$ cat src/rtl/pid_incremental_core.sv
// Velocity-form PID stage: u[n] = u[n-1] + k0*e[n] + k1*e[n-1] + k2*e[n-2].
// A single shared signed multiplier is stepped through the three taps by a small FSM.
module pid_incremental_core #(
  parameter int Width = 16,
  parameter int Frac  = 8
) (
  input  logic                    clk,
  input  logic                    rst_n,
  input  logic                    start,
  input  logic                    clr,
  input  logic signed [Width-1:0] e_in,
  input  logic signed [Width-1:0] k0,
  input  logic signed [Width-1:0] k1,
  input  logic signed [Width-1:0] k2,
  output logic                    busy,
  output logic                    done,
  output logic                    u_en,
  output logic signed [Width-1:0] u_out
);

  localparam int AccW = 2*Width + 2;
  localparam int RW   = AccW - Frac;

  typedef enum logic [2:0] {IDLE, MUL0, MUL1, MUL2, SAT} state_t;

  state_t                    state_reg;
  logic signed [Width-1:0]   e0_reg, e1_reg, e2_reg;
  logic signed [Width-1:0]   k0_reg, k1_reg, k2_reg;
  logic signed [Width-1:0]   u_reg;
  logic signed [AccW-1:0]    acc_reg;
  logic                      done_reg;

  logic signed [Width-1:0]   mul_a, mul_b;
  logic signed [2*Width-1:0] prod;
  logic signed [AccW-1:0]    prod_ext;
  logic signed [AccW-1:0]    acc_next;
  logic signed [AccW-1:0]    acc_init;
  logic signed [RW-1:0]      r;
  logic signed [Width-1:0]   u_next;

  // Operand select for the shared multiplier, one tap per MUL state.
  always_comb begin
    mul_a = k0_reg;
    mul_b = e0_reg;
    case (state_reg)
      MUL1: begin
        mul_a = k1_reg;
        mul_b = e1_reg;
      end
      MUL2: begin
        mul_a = k2_reg;
        mul_b = e2_reg;
      end
      default: ;
    endcase
  end

  assign prod     = mul_a * mul_b;
  assign prod_ext = {{(AccW-2*Width){prod[2*Width-1]}}, prod};
  assign acc_next = acc_reg + prod_ext;
  assign acc_init = {{(AccW-Width-Frac){u_reg[Width-1]}}, u_reg, {Frac{1'b0}}};

  // Dropping the low Frac bits is an arithmetic shift, i.e. floor truncation.
  assign r = acc_reg[AccW-1:Frac];

  always_comb begin
    if (r[RW-1:Width-1] == '0 || r[RW-1:Width-1] == '1) begin
      u_next = r[Width-1:0];
    end else if (r[RW-1]) begin
      u_next = {1'b1, {(Width-1){1'b0}}};
    end else begin
      u_next = {1'b0, {(Width-1){1'b1}}};
    end
  end

  always_ff @(posedge clk or negedge rst_n) begin
    if (!rst_n) begin
      state_reg <= IDLE;
      e0_reg    <= '0;
      e1_reg    <= '0;
      e2_reg    <= '0;
      k0_reg    <= '0;
      k1_reg    <= '0;
      k2_reg    <= '0;
      u_reg     <= '0;
      acc_reg   <= '0;
      done_reg  <= 1'b0;
    end else if (clr) begin
      state_reg <= IDLE;
      e1_reg    <= '0;
      e2_reg    <= '0;
      u_reg     <= '0;
      acc_reg   <= '0;
      done_reg  <= 1'b0;
    end else begin
      done_reg <= 1'b0;
      case (state_reg)
        IDLE: begin
          if (start) begin
            e0_reg    <= e_in;
            k0_reg    <= k0;
            k1_reg    <= k1;
            k2_reg    <= k2;
            acc_reg   <= acc_init;
            state_reg <= MUL0;
          end
        end
        MUL0: begin
          acc_reg   <= acc_next;
          state_reg <= MUL1;
        end
        MUL1: begin
          acc_reg   <= acc_next;
          state_reg <= MUL2;
        end
        MUL2: begin
          acc_reg   <= acc_next;
          state_reg <= SAT;
        end
        SAT: begin
          u_reg     <= u_next;
          e2_reg    <= e1_reg;
          e1_reg    <= e0_reg;
          done_reg  <= 1'b1;
          state_reg <= IDLE;
        end
        default: state_reg <= IDLE;
      endcase
    end
  end

  assign busy  = (state_reg != IDLE);
  assign done  = done_reg;
  assign u_en  = done_reg;
  assign u_out = u_reg;

endmodule

$ cat config.mk
export PLATFORM = sky130hd
export DESIGN_NAME = pid_incremental_core
export DESIGN_NICKNAME = d
export VERILOG_FILES = /design/src/rtl/pid_incremental_core.sv
export SDC_FILE = /design/constraint.sdc
export NUM_CORES = 1
export LEC_CHECK = 0
export CORE_ASPECT_RATIO = 0.9
export CORE_UTILIZATION = 28
export CTS_CLUSTER_SIZE = 8
export DETAILED_ROUTE_END_ITERATION = 10
export GPL_TIMING_DRIVEN = 0
export PLACE_DENSITY_LB_ADDON = 0.12
export SLEW_MARGIN = 25
export SYNTH_ARGS = -nofsm -noshare
export SYNTH_HDL_FRONTEND = slang
export SYNTH_SLANG_ARGS = --single-unit
$ cat constraint.sdc
create_clock -name clk -period 16.4 [get_ports clk]
set_clock_uncertainty 0.05 [all_clocks]
set_input_delay 4.1 -clock clk [delete_from_list [all_inputs] [get_ports clk]]
set_output_delay 4.1 -clock clk [all_outputs]
set_load 0.02 [all_outputs]
---- Word-level counts from Yosys, hierarchy flattened ----
Index checks and enable logic that the tools add are counted.
word-level totals
  bits in registers ....................... 150
  input port bits ......................... 68
  output and inout bits ................... 19
  word-level logic and storage cells ...... 46
cells by class
  add/subtract/negate cells ............... 1
  multipliers ............................. 1
  equality and inequality tests ........... 6
  muxes and demuxes ....................... 18
  bitwise gates (word level) .............. 1
  reductions and logical operators ........ 9
operators by type and width
  cell                                                              count
  16-bit 2-to-1 mux                                                 8
  34-bit 2-to-1 mux                                                 2
  34-bit one-hot mux with 2 select lines                            1
  16-bit one-hot mux with 2 select lines                            2
  34-bit by 32-bit adder with 34-bit output                         1
  16-bit by 16-bit multiplier with 32-bit output                    1
  3-bit one-hot mux with 4 select lines                             1
  11-bit == test (second input constant)                            1
  11-bit logical NOT                                                1
  3-bit by 2-bit == test with 1-bit output (second input constant)  2
  3-bit 2-to-1 mux                                                  2
  3-bit nonzero test                                                2
  3-bit by 1-bit == test with 1-bit output (second input constant)  1
  3-bit == test (second input constant)                             1
  3-bit logical NOT                                                 1
  3-bit != test (second input constant)                             1
  3-bit AND reduction                                               1
  3-bit OR reduction                                                1
  1-bit 2-to-1 mux                                                  2
  2-bit AND reduction                                               1
  2-bit nonzero test                                                1
  1-bit logical OR                                                  1
  1-bit inverter                                                    1

---- Depth between registers and ports, before layout ----
  word-level depth ........................ 6
  mapped depth ............................ 29
  gate-level depth less buffers ........... 25

---- Least setup slack after synthesis ----
No wires, ideal clock.
  kind .................................... register to register
  from .................................... register state_reg[2]
  to ...................................... register acc_reg[30]
  setup time .............................. 0.099 ns
  arrival time ............................ 7.135 ns
  required time ........................... 16.251 ns
  setup slack ............................. 9.115 ns
  cell stages (with the launch flop) ...... 28
  clock period less this slack ............ 7.285 ns
  cell sequence ........................... dfrtp_1 > buf_6 > nand2b_4 > buf_6 > clkbuf_1 > clkbuf_1 > nand2_1 > o21ai_1 > nand2_1 > inv_1 > fa_1 > fa_1 > fa_1 > fa_1 > fa_1 > inv_1 > fa_1 > inv_1 > ha_1 > buf_2 > and4_1 > a31oi_1 > or3_1 > o31a_2 > a21oi_1 > o31ai_1 > mux2i_1 > a311oi_1
between the ends
  cells in the longest elaborated chain, start to end .. 6
RTL lines
  item                                            line    source
  start, declared                                 26      state_t state_reg;
  start signal, assigned                          78      state_reg <= IDLE;
  start signal, assigned                          89      state_reg <= IDLE;
  start signal, assigned                          105     state_reg <= MUL0;
  3-bit by 2-bit == test with 1-bit output        45, 97
  16-bit one-hot mux with 2 select lines          45      case (state_reg)
  16-bit by 16-bit multiplier with 32-bit output  58      assign prod = mul_a * mul_b;
  34-bit by 32-bit adder with 34-bit output       60      assign acc_next = acc_reg + prod_ext;
  34-bit one-hot mux with 2 select lines          97      case (state_reg)
  34-bit 2-to-1 mux                               88      end else if (clr) begin
  end signal, assigned                            104     acc_reg <= acc_init;
  end signal, assigned                            109     acc_reg <= acc_next;
  end signal, assigned                            113     acc_reg <= acc_next;
  end, declared                                   30      logic signed [AccW-1:0] acc_reg;
Parallel ways exist; a longest one is shown, timed or not.
A chain may end at the register's enable or synchronous reset.

---- Final worst setup path ----
  from .................................... register state_reg[2]
  to ...................................... register acc_reg[33]
Same word-level chain as after synthesis.

==> results.ini <==
[routing]
routedWlPerCell_um = 19.6
viasPerCell = 4.68
ant_nets = 0
drc = 2
drt_iter0_drc = 702
routed_wl_um = 54200
num_vias = 13000
first_pass_iters = 8

[synth]
synth-edff-count = 0
synth_fp_nets = 2284
netlist-cell-type-count = 69
syn_area_mm2 = 0.0177
ys_seq_elements = 150
synth_area_per_cell_um2 = 9.79
ys_warn_count = 0
synthArstFlopShare_pct = 100
ys_dominant_reg_cell = dfrtp_1
synthCells = 1809
synth-seq-area-share_pct = 21.2

[finish]
drive_above_1_share_pct = 7.52
largest_reg_flops = 34
syn_to_final_growth_pct = 14.6
final_net_count = 2391
final_common_cell = inv_1
antenna_cells = 0
mostFrequentLayoutCells = inv_1, fa_1, nand2_1
fillers = 6570

[clock_network]
root_buffer = clkbuf_16
clk_path_buf_depth = 2
cts_buffers = 17
clkTransAtPathRegs_ns = 0.07
ctsHoldBuffers = 0
worstSkewPairLatency_ns = 0.50
ctsResizeCount = 0
cts_tree = yes
postCtsSetupRepairBufs = 0
clock-sinks = 150
cts_max_level = 4

[job]
cap_violations = 0

[grt]
antenna_found_initial = 0
grt_max_degree = 86
grt_pass1_vias = 13700
grt_pass1_wl_um = 83400
grt.overflow.total = 0
grt_usage_pct = 17.8

[floorplanning]
coreArea_mm2 = 0.0626
start_util_pct = 28.3
pin_count = 87
die_area_mm2 = 0.0642
die_x_um = 267
die_h_um = 241
core.rowCount = 87

[setup_path]
crit_type = reg2reg
worst-path-max-fanout = 10
end_kind = flip-flop
start_kind = flip-flop
crit_required_ns = 16.75
critPathArrivalTime_ns = 9.36
r2r_cells = 27

[timing]
tightest_slew_ns = 1.11
period_share_pct = 55.0
fin_crit_ns = 9.02
clock.fmax_ghz = 0.111
tns_ns = 0
rsz0062_at_grt = false
setup_viol = 0
relSlewSlack_pct = 25.4
slew_violations = 0
report.final.hold_viol_count = 0

[place]
gp_congestion = 0.919
port_buffers = 85
hpwl_um = 45500

[min_path]
worstHoldPathCells = 1
hold_path.class = reg2reg

[outcome]
violations = design-rule violations
status = finished, violations left

cell families (layout without fill, tap and decap cells):
logic type | Yosys count | count (layout) | share of synthesized area (%)
flops | 150 | 150 | 21.2
buf+inv | 418 | 537 | 9.19
xor+xnor | 33 | 33 | 1.63
fa+ha+maj | 407 | 407 | 41.7
mux | 99 | 99 | 6.16
simple gates | 476 | 476 | 11.4
compound gates | 226 | 226 | 8.74
through the flow:
stage | util [%] | area (µm²) | hold slack [ns] | std cells | worst slack (ns)
after floorplan | - | 17700 | 0.406 | 1809 | 9.12
after global placement | 31.3 | 19600 | 0.428 | 2739 | 4.44
after detailed placement | 31.5 | 19700 | 0.432 | 2742 | 7.49
after CTS | 32.4 | 20300 | 0.455 | 2773 | 7.48
after global routing | 32.4 | 20300 | 0.467 | 2773 | 6.75
final | 32.4 | 20300 | 0.449 | 2773 | 7.38
path summary, 6_finish.rpt:
check	from	to	slack (ns)
max	state_reg[2]	acc_reg[33]	7.38
min	e2_reg[1]	e2_reg[1]	0.45
max reg2reg	state_reg[2]	acc_reg[33]	7.38
min reg2reg	e2_reg[1]	e2_reg[1]	0.45
max in group asynchronous	rst_n	e2_reg[13]	11.92
min in group asynchronous	rst_n	acc_reg[5]	3.51
layout make-up:
| class | instances | area [µm²] | area share [%] |
|---|---|---|---|
| Buffer | 69 | 318 | 1.57 |
| Clock buffer | 17 | 425 | 2.10 |
| Clock inverter | 14 | 164 | 0.808 |
| Inverter | 349 | 1310 | 6.46 |
| Multi-Input combinational cell | 1241 | 12400 | 60.9 |
| Sequential cell | 150 | 3750 | 18.5 |
| Tap cell | 845 | 1060 | 5.21 |
| Timing Repair Buffer | 88 | 900 | 4.44 |
synthesized netlist by cell type (all sizes together) (8+ instances only):
cell    count  area [µm²]
a211oi     10        80.1
a21oi      38         190
a22o       40         350
a311oi     10        93.8
a31oi       8        50.1
and2       13        81.3
buf        18         123
clkbuf     51         195
dfrtp     150        3750
fa        305        6110
ha        102        1280
inv       349        1310
mux2       66         747
mux2i      33         343
nand2     209         785
nand2b      9        63.8
nand3      14        70.1
nor2      177         672
nor3       17        85.1
o21a       20         150
o21ai      65         329
xnor2      24         210
xor2        9        78.8
layer usage:
metal | share of wire (%) | vias to the layer above | GRT usage, % | wire length, µm
met3 | 3.6 | 41 | 2.34 | 1960
met2 | 49 | 240 | 29.3 | 26600
met1 | 46 | 6810 | 24.5 | 24800
met4 | 1.6 | 0 | 4.56 | 857
li1 | - | 5899 | - | -
met5 | 0 | - | 0 | 0
worst max-delay path, stage by stage (launching register included):
cell and delay, ns:
dfrtp_1 0.34, buf_6 0.15, nand2b_4 0.13, buf_6 0.16, clkbuf_1 0.48, clkbuf_1 0.52, nand2_1 0.15, o21ai_1 0.53
nand2_1 0.22, inv_1 0.12, fa_1 0.55, fa_1 0.88, fa_1 0.53, fa_1 0.52, fa_1 0.49, inv_1 0.05
fa_1 0.48, inv_1 0.04, ha_1 0.29, clkbuf_1 0.37, nand4_1 0.31, nor4_1 0.27, nand4_1 0.30, o2111ai_1 0.25
a21oi_1 0.14, o21ai_0 0.25, nor4_1 0.08, o31ai_1 0.25
Power is not shown: default switching activity piles up to over one toggle a cycle in this logic, so the estimate is an artifact.
